$ cat config.mk
export PLATFORM = sky130hd
export DESIGN_NAME = video_lfsr_scrambler
export DESIGN_NICKNAME = d
export VERILOG_FILES = /design/src/rtl/video_lfsr_scrambler.sv
export SDC_FILE = /design/constraint.sdc
export NUM_CORES = 1
export LEC_CHECK = 0
export ABC_AREA = 0
export BUFFER_PORTS_ARGS = -buffer_cell sky130_fd_sc_hd__buf_2
export CAP_MARGIN = 15
export CORE_AREA = 2 2 77 79
export CTS_BUF_LIST = sky130_fd_sc_hd__clkbuf_16
export CTS_CLUSTER_SIZE = 24
export DETAILED_ROUTE_END_ITERATION = 7
export DIE_AREA = 0 0 79 81
export PLACE_DENSITY_LB_ADDON = 0.12
export RECOVER_POWER = 50
export REMOVE_ABC_BUFFERS = 1
export SLEW_MARGIN = 20
export SYNTH_ARGS = -nofsm -noshare
export SYNTH_HDL_FRONTEND = slang
export SYNTH_SLANG_ARGS = --single-unit
$ cat constraint.sdc
create_clock -name clk -period 1.93 [get_ports clk]
set_clock_uncertainty 0.15 [all_clocks]
set_input_delay 0 -clock clk [delete_from_list [all_inputs] [get_ports clk]]
set_output_delay 0 -clock clk [all_outputs]
set_load 0.005 [all_outputs]
$ cat src/rtl/video_lfsr_scrambler.sv
// Pixel-stream LFSR scrambler/descrambler. Active pixels (href=1) are XORed with
// an LFSR keystream; a requested seed takes effect at the next vsync rise.
// Latency: 1 cycle on o_data/o_href/o_vsync. No backpressure: one pixel per clk.
// Ports: clk, reset (sync, active-high), i_data/i_href/i_vsync pixel input,
//   seed_req (async level, rising edge arms), seed, o_data/o_href/o_vsync
//   delayed stream, locked (keystream active), frame_cnt (frames since seed load).
// Optional: define VIDEO_SCR_REKEY_EN to mix the frame count into each
//   per-frame reload value, giving a distinct keystream every frame.
module video_lfsr_scrambler #(
   parameter int DATA_W = 12,
   parameter int LFSR_W = 16,
   parameter logic [LFSR_W-1:0] TAPS = 16'h002D,
   parameter int FCNT_W = 8
) (
   input  logic              clk,
   input  logic              reset,
   input  logic [DATA_W-1:0] i_data,
   input  logic              i_href,
   input  logic              i_vsync,
   input  logic              seed_req,
   input  logic [LFSR_W-1:0] seed,
   output logic [DATA_W-1:0] o_data,
   output logic              o_href,
   output logic              o_vsync,
   output logic              locked,
   output logic [FCNT_W-1:0] frame_cnt
);

   typedef enum logic [1:0] {IDLE, ARMED, RUN, RUN_PEND} state_t;

   localparam logic [LFSR_W-1:0] ONE = {{(LFSR_W-1){1'b0}}, 1'b1};

   state_t            state, state_nxt;
   logic              s1, s2, s3;
   logic              vsync_d;
   logic [LFSR_W-1:0] lfsr;
   logic [LFSR_W-1:0] seed_reg;
   logic [LFSR_W-1:0] seed_fix;
   logic [LFSR_W-1:0] load_val;
   logic [LFSR_W-1:0] rekey_val;
   logic [DATA_W-1:0] key;
   logic              seed_rise, vs_rise, fb;
   logic              load, cnt_inc, cnt_clr;

   assign seed_rise = s2 & ~s3;
   assign vs_rise   = i_vsync & ~vsync_d;
   assign locked    = (state == RUN) || (state == RUN_PEND);
   assign fb        = ^(lfsr & TAPS);
   // An all-zero seed would lock the LFSR at zero forever.
   assign seed_fix  = (seed == '0) ? ONE : seed;

`ifdef VIDEO_SCR_REKEY_EN
   logic [FCNT_W-1:0] fcnt_nxt;
   logic [LFSR_W-1:0] rekey_raw;
   assign fcnt_nxt  = frame_cnt + 1'b1;
   assign rekey_raw = seed_reg ^ LFSR_W'(fcnt_nxt);
   assign rekey_val = (rekey_raw == '0) ? ONE : rekey_raw;
`else
   assign rekey_val = seed_reg;
`endif

   // A seed edge always wins over a coincident vsync edge: the seed is captured
   // and the load waits for the following frame boundary.
   always_comb begin
      state_nxt = state;
      load      = 1'b0;
      load_val  = seed_reg;
      cnt_inc   = 1'b0;
      cnt_clr   = 1'b0;
      case (state)
         IDLE: begin
            if (seed_rise) state_nxt = ARMED;
         end
         ARMED, RUN_PEND: begin
            if (vs_rise && !seed_rise) begin
               state_nxt = RUN;
               load      = 1'b1;
               cnt_clr   = 1'b1;
            end
         end
         RUN: begin
            if (seed_rise) begin
               state_nxt = RUN_PEND;
               cnt_inc   = vs_rise;
            end else if (vs_rise) begin
               load     = 1'b1;
               load_val = rekey_val;
               cnt_inc  = 1'b1;
            end
         end
         default: state_nxt = IDLE;
      endcase
   end

   // A load in the same cycle as an active pixel keys that pixel with the new value.
   assign key = load ? load_val[DATA_W-1:0] : lfsr[DATA_W-1:0];

   always_ff @(posedge clk) begin
      if (reset) begin
         state     <= IDLE;
         s1        <= 1'b0;
         s2        <= 1'b0;
         s3        <= 1'b0;
         vsync_d   <= 1'b0;
         lfsr      <= '0;
         seed_reg  <= '0;
         frame_cnt <= '0;
         o_data    <= '0;
         o_href    <= 1'b0;
         o_vsync   <= 1'b0;
      end else begin
         state   <= state_nxt;
         s1      <= seed_req;
         s2      <= s1;
         s3      <= s2;
         vsync_d <= i_vsync;
         if (seed_rise) seed_reg <= seed_fix;
         if (load) lfsr <= load_val;
         else if (locked && i_href) lfsr <= {fb, lfsr[LFSR_W-1:1]};
         if (cnt_clr) frame_cnt <= '0;
         else if (cnt_inc) frame_cnt <= frame_cnt + 1'b1;
         o_href  <= i_href;
         o_vsync <= i_vsync;
         if (i_href) o_data <= locked ? (i_data ^ key) : i_data;
         else o_data <= '0;
      end
   end

endmodule

== Word level (Yosys, flattened, before mapping) ==
Index checks and enable logic that the tools add are counted.
Cells by class
  add/sub/neg operators: 1
  equal/unequal tests: 6
  mux-type cells: 16
  bitwise gates (word level): 6
  reductions and logical operators: 12
Operator list (number)
  two-way mux 16 bit: 3
  two-way mux 12 bit: 2
  logical NOT 16 bit: 1
  XOR reduction 16 bit: 1
  XOR 12 bit: 1
  adder 8 x 1 -> 8 bit (second input constant): 1
  two-way mux 1 bit: 6
  two-way mux 2 bit: 3
  != test 2 bit (second input constant): 3
  case mux 2 bit (3 select lines): 1
  OR reduction 2 bit: 3
  == test 2 bit (second input constant): 2
  NOT 1 bit: 3
  AND reduction 3 bit: 1
  bitwise AND 1 bit: 2
  == test 2 x 1 -> 1 bit (second input constant): 1
  logical AND 1 bit: 2
  logical NOT 2 bit: 1
  case mux 1 bit (2 select lines): 1
  nonzero test 2 bit: 1
  logical NOT 1 bit: 1
  logical OR 1 bit: 1
Storage, ports and cells
  bits in registers: 59
  input port bits: 33
  output and inout port bits: 23
  logic and storage cells: 51

== Logic depth before layout (Yosys ltp) ==
  word-level depth: 9
  depth in mapped cells: 6
  mapped depth without buffers: 4

== Least setup slack after synthesis ==
OpenSTA, ideal clock, no wires.
  path type: flip-flop to flip-flop
  from: reg vsync_d
  to: reg lfsr[10]
  setup time: 0.145 ns
  data arrival time: 1.235 ns
  required time: 1.635 ns
  path slack: 0.400 ns
  stages on the path, launching flop included: 7
  buffers on the path: 2
  period minus slack after synthesis: 1.530 ns
  path through: dfxtp_1 -> nand2b_4 -> or3_1 -> buf_6 -> buf_6 -> nor2_1 -> a311oi_2
Between the ends
  cells in the longest elaborated chain, start to end: 6
  elaborated cells on any way between the ends: 9
  classes of those cells: 5 x mux; 2 x bitwise; 2 x reduce/logical
RTL lines
  from (decl): line 35  | logic vsync_d;
  from (signal assigned): line 116  | vsync_d <= i_vsync;
  NOT 1 bit (*): line 46  | assign vs_rise = i_vsync & ~vsync_d;
  bitwise AND 1 bit (*): line 46
  two-way mux 1 bit / logical AND 1 bit (equally long branches): line 85, 75
  two-way mux 1 bit, on equally long branches: line 82, 75
  case mux 1 bit (2 select lines) (*): line 70  | case (state)
  two-way mux 16 bit / nonzero test 2 bit (equally long branches)
  to (signal assigned): line 118  | if (load) lfsr <= load_val;
  to (signal assigned): line 119  | else if (locked && i_href) lfsr <= {fb, lfsr[LFSR_W-1:1]};
  to (decl): line 36  | logic [LFSR_W-1:0] lfsr;
Every way passes the cells marked *; elsewhere a longest branch is shown, timed or not.
A chain may end at the register's enable or synchronous reset.

== Worst setup path in the final report ==
  from: reg s2
  to: reg seed_reg[0], in the netlist rekey_val[0]
Between the ends
  cells in the longest elaborated chain, start to end: 1
RTL lines
  from (decl): line 34  | logic s1, s2, s3;
  from (signal assigned): line 102  | s2 <= 1'b0;
  from (signal assigned): line 114  | s2 <= s1;
  bitwise AND 1 bit: line 45  | assign seed_rise = s2 & ~s3;
  to (signal assigned): line 117  | if (seed_rise) seed_reg <= seed_fix;
  to (decl): line 37  | logic [LFSR_W-1:0] seed_reg;
Every way passes these cells.

==> results.toml <==
[status]
status = "finished clean"

[setup_path]
reg2reg_slack_ns = 0.30
critPathArrivalTime_ns = 1.71
reg2reg_to = "rekey_val[0]"
path_buf_inv = 1
crit_type = "reg2reg"
critPathLaunchType = "flip-flop"
rr_worst_depth = 4
cp-endpoint = "rekey_val[0]"
end_kind = "flip-flop"
cp_max_fo = 13
crit_start = "s2"
path_depth = 4
required_ns = 2.01
cp_slowest_stage_delay_ns = 0.50
r2r-start = "s2"
cp_slowest_cell = "clkbuf_1"
path_delay_family = "buffers and inverters"
path_cells = "nor2b_4, clkbuf_1, nor2_1, a211oi_1"

[power_and_ir_drop]
p_per_area_mw_per_mm2 = 810
leakage_uw = 0.00134
vdd_drop_max_uv = 560
total_power_uw = 2910

[sta]
fin_tns_setup_ns = 0
hold_violations = 0
slew_viol_final = 0
setup_slack_ns = 0.295
period_needed_ns = 1.63
fin_crit_sh = 0.847
tightest_slew_ns = 0.596
setup-violations-final = 0
timing.fmax_mhz = 612
rsz0062_at_grt = "no"
slew_headroom = 0.603

[cts]
clockRootBuffer = "clkbuf_16"
numCtsBuffers = 9
cts.sink_count = 59
cts_resized = 0
clk-insertion-delay-late_ns = 0.32
clk_pin_slew_worst_paths_ns = 0.05
post_cts_buffers = 0
h-tree-depth = 3
clockBufferDepth = 2
cts_tree = "done"
cts_hold_buf = 31

[floorplanning]
row_count = 28
chipHeight_um = 81
coreArea_mm2 = 0.00568
start_util = 0.476
pin_count = 56
die_x_um = 79
die-area_mm2 = 0.00640

[route]
ant_nets = 0
route.vias.total = 2486
viasPerCell = 5.17
drt_iter0_markers = 171
postRouteWirelength_um = 6400
wl_per_cell_um = 13.3
dr.pass1.iters = 4
route.detailed.drc = 0

[global_routing]
grt_usage = 0.216
gr-total-overflow = 0
grt_pass1_vias = 2308
antenna_found_initial = 0
grt_pass1_wl_um = 10600
grt_max_degree = 39

[yosys]
yosys.area.top_type = "dfxtp_1"
ys_top_cells_by_area = "dfxtp_1, nand2_1, a311oi_2"
syn_area_mm2 = 0.00270
netlist_top_cells_count = "nand2_1, dfxtp_1, nor2_1"
yosysSeqAreaShare = 0.437
yosysMostFrequentCell = "nand2_1"
synthFlopType = "dfxtp_1"
synth_cells = 319
synth_top_area_share = 0.437
avgSynthCellArea_um2 = 8.47
netlist-cell-type-count = 35
ys_seq_elements = 59
synthArstFlopShare = 0
synth.yosys.warnings = 0
synth_edf_count = 0

[placement]
post-place-ws_ns = 0.379
place.gp.congestion = 0.730
port_buffers = 55
dpl.cell_count = 435
dp_hpwl_um = 3970

[hold_path]
hold_path_class = "in2reg"

[finish]
drive_gt1_frac = 0.190
stdcell_count = 481
multiInputGateArea_mm2 = 0.00138
antennaDiodeCount = 0
nets = 436
seq_area_mm2 = 0.00118
syn_to_final_growth_pct = 32.7
fin_util = 0.632
fillers = 512

[flow_run]
drv_cap = 0
worst register-to-register path, cell delays in order (launching register included):
cell	delay, ns
dfxtp_1	0.34
nor2b_4	0.25
clkbuf_1	0.50
nor2_1	0.08
a211oi_1	0.23
power by group:
group | internal [uW] | switching [uW]
registers | 1260 | 25.9
logic | 141 | 142
clock network | 832 | 504
total | 2230 | 671
area by class of cell:
type / instances / share of cell area
clock buffer: 9 / 0.0628
clock inverter: 6 / 0.00663
multi-input combinational: 235 / 0.384
sequential: 59 / 0.329
tap: 75 / 0.0262
timing repair buffer: 97 / 0.191
worst min-delay path by stage:
stage / end / slack (ns) / startpoint / depth (start not counted)
after global routing: s2 / 0.12 / reset / 3
final: s1 / 0.1 / reset / 3
after detailed placement: s1 / 0.07 / seed_req / 2
after CTS: s2 / 0.1 / reset / 3
after global placement: s1 / 0.06 / seed_req / 2
after floorplan: lfsr[0] / -0.08 / reset / 1
metrics by stage:
stage          hold slack, ns  area (um2)
3_3_place_gp           0.0619        3050
3_5_place_dp           0.0695        3050
5_1_grt                 0.115        3590
2_1_floorplan         -0.0821        2560
6_report               0.0980        3590
4_1_cts                0.0951        3610
state kept, by name, indices dropped and copies added, names as in the netlist:
register	count
frame_cnt	8
lfsr	16
o_data	12
o_href	1
rekey_val	16
s1	1
s2	1
s3	1
state	2
vsync_d	1
logic make-up (layout without fill, tap and decap cells):
group / count (synthesis) / in the layout / synth area share
mux: 13 / 13 / 0.0481
compound gates: 52 / 52 / 0.147
fa+ha+maj: 1 / 1 / 0.00463
xor+xnor: 9 / 9 / 0.0292
simple gates: 160 / 160 / 0.281
buf+inv: 25 / 112 / 0.0532
flops: 59 / 59 / 0.437
metal layers:
| metal | up-vias | part of all wire | global-route usage |
|---|---|---|---|
| li1 | 1268 | - | - |
| met2 | 69 | 0.49 | 0.344 |
| met4 | 0 | 0.017 | 0.129 |
| met3 | 8 | 0.050 | 0.0422 |
| met5 | - | 0 | 0 |
| met1 | 1141 | 0.45 | 0.271 |
cells in the final DEF, fill, tap and decap left out:
cell type,count
nor2b_4,1
nor3_1,2
or3_1,1
clkbuf_16,9
nand2b_1,13
and3_1,2
dfxtp_1,59
ha_1,1
xnor2_1,3
a21oi_1,21
nand2_1,72
buf_2,42
nand3_1,16
nand2b_4,1
nor2b_1,5
nor2_1,25
buf_12,3
and4bb_2,1
a41oi_1,1
o21ai_0,11
clkinv_1,5
xor2_1,6
mux2i_1,13
buf_4,7
a211oi_1,1
or2_1,1
a31oi_1,1
and2b_1,1
nor4_1,3
a311oi_2,12
clkbuf_1,14
dlygate4sd3_1,31
a21o_1,1
clkinv_2,1
a22oi_1,3
o21ai_1,1
nand4_1,16
Note: power is estimated with default switching activity, not from simulation.
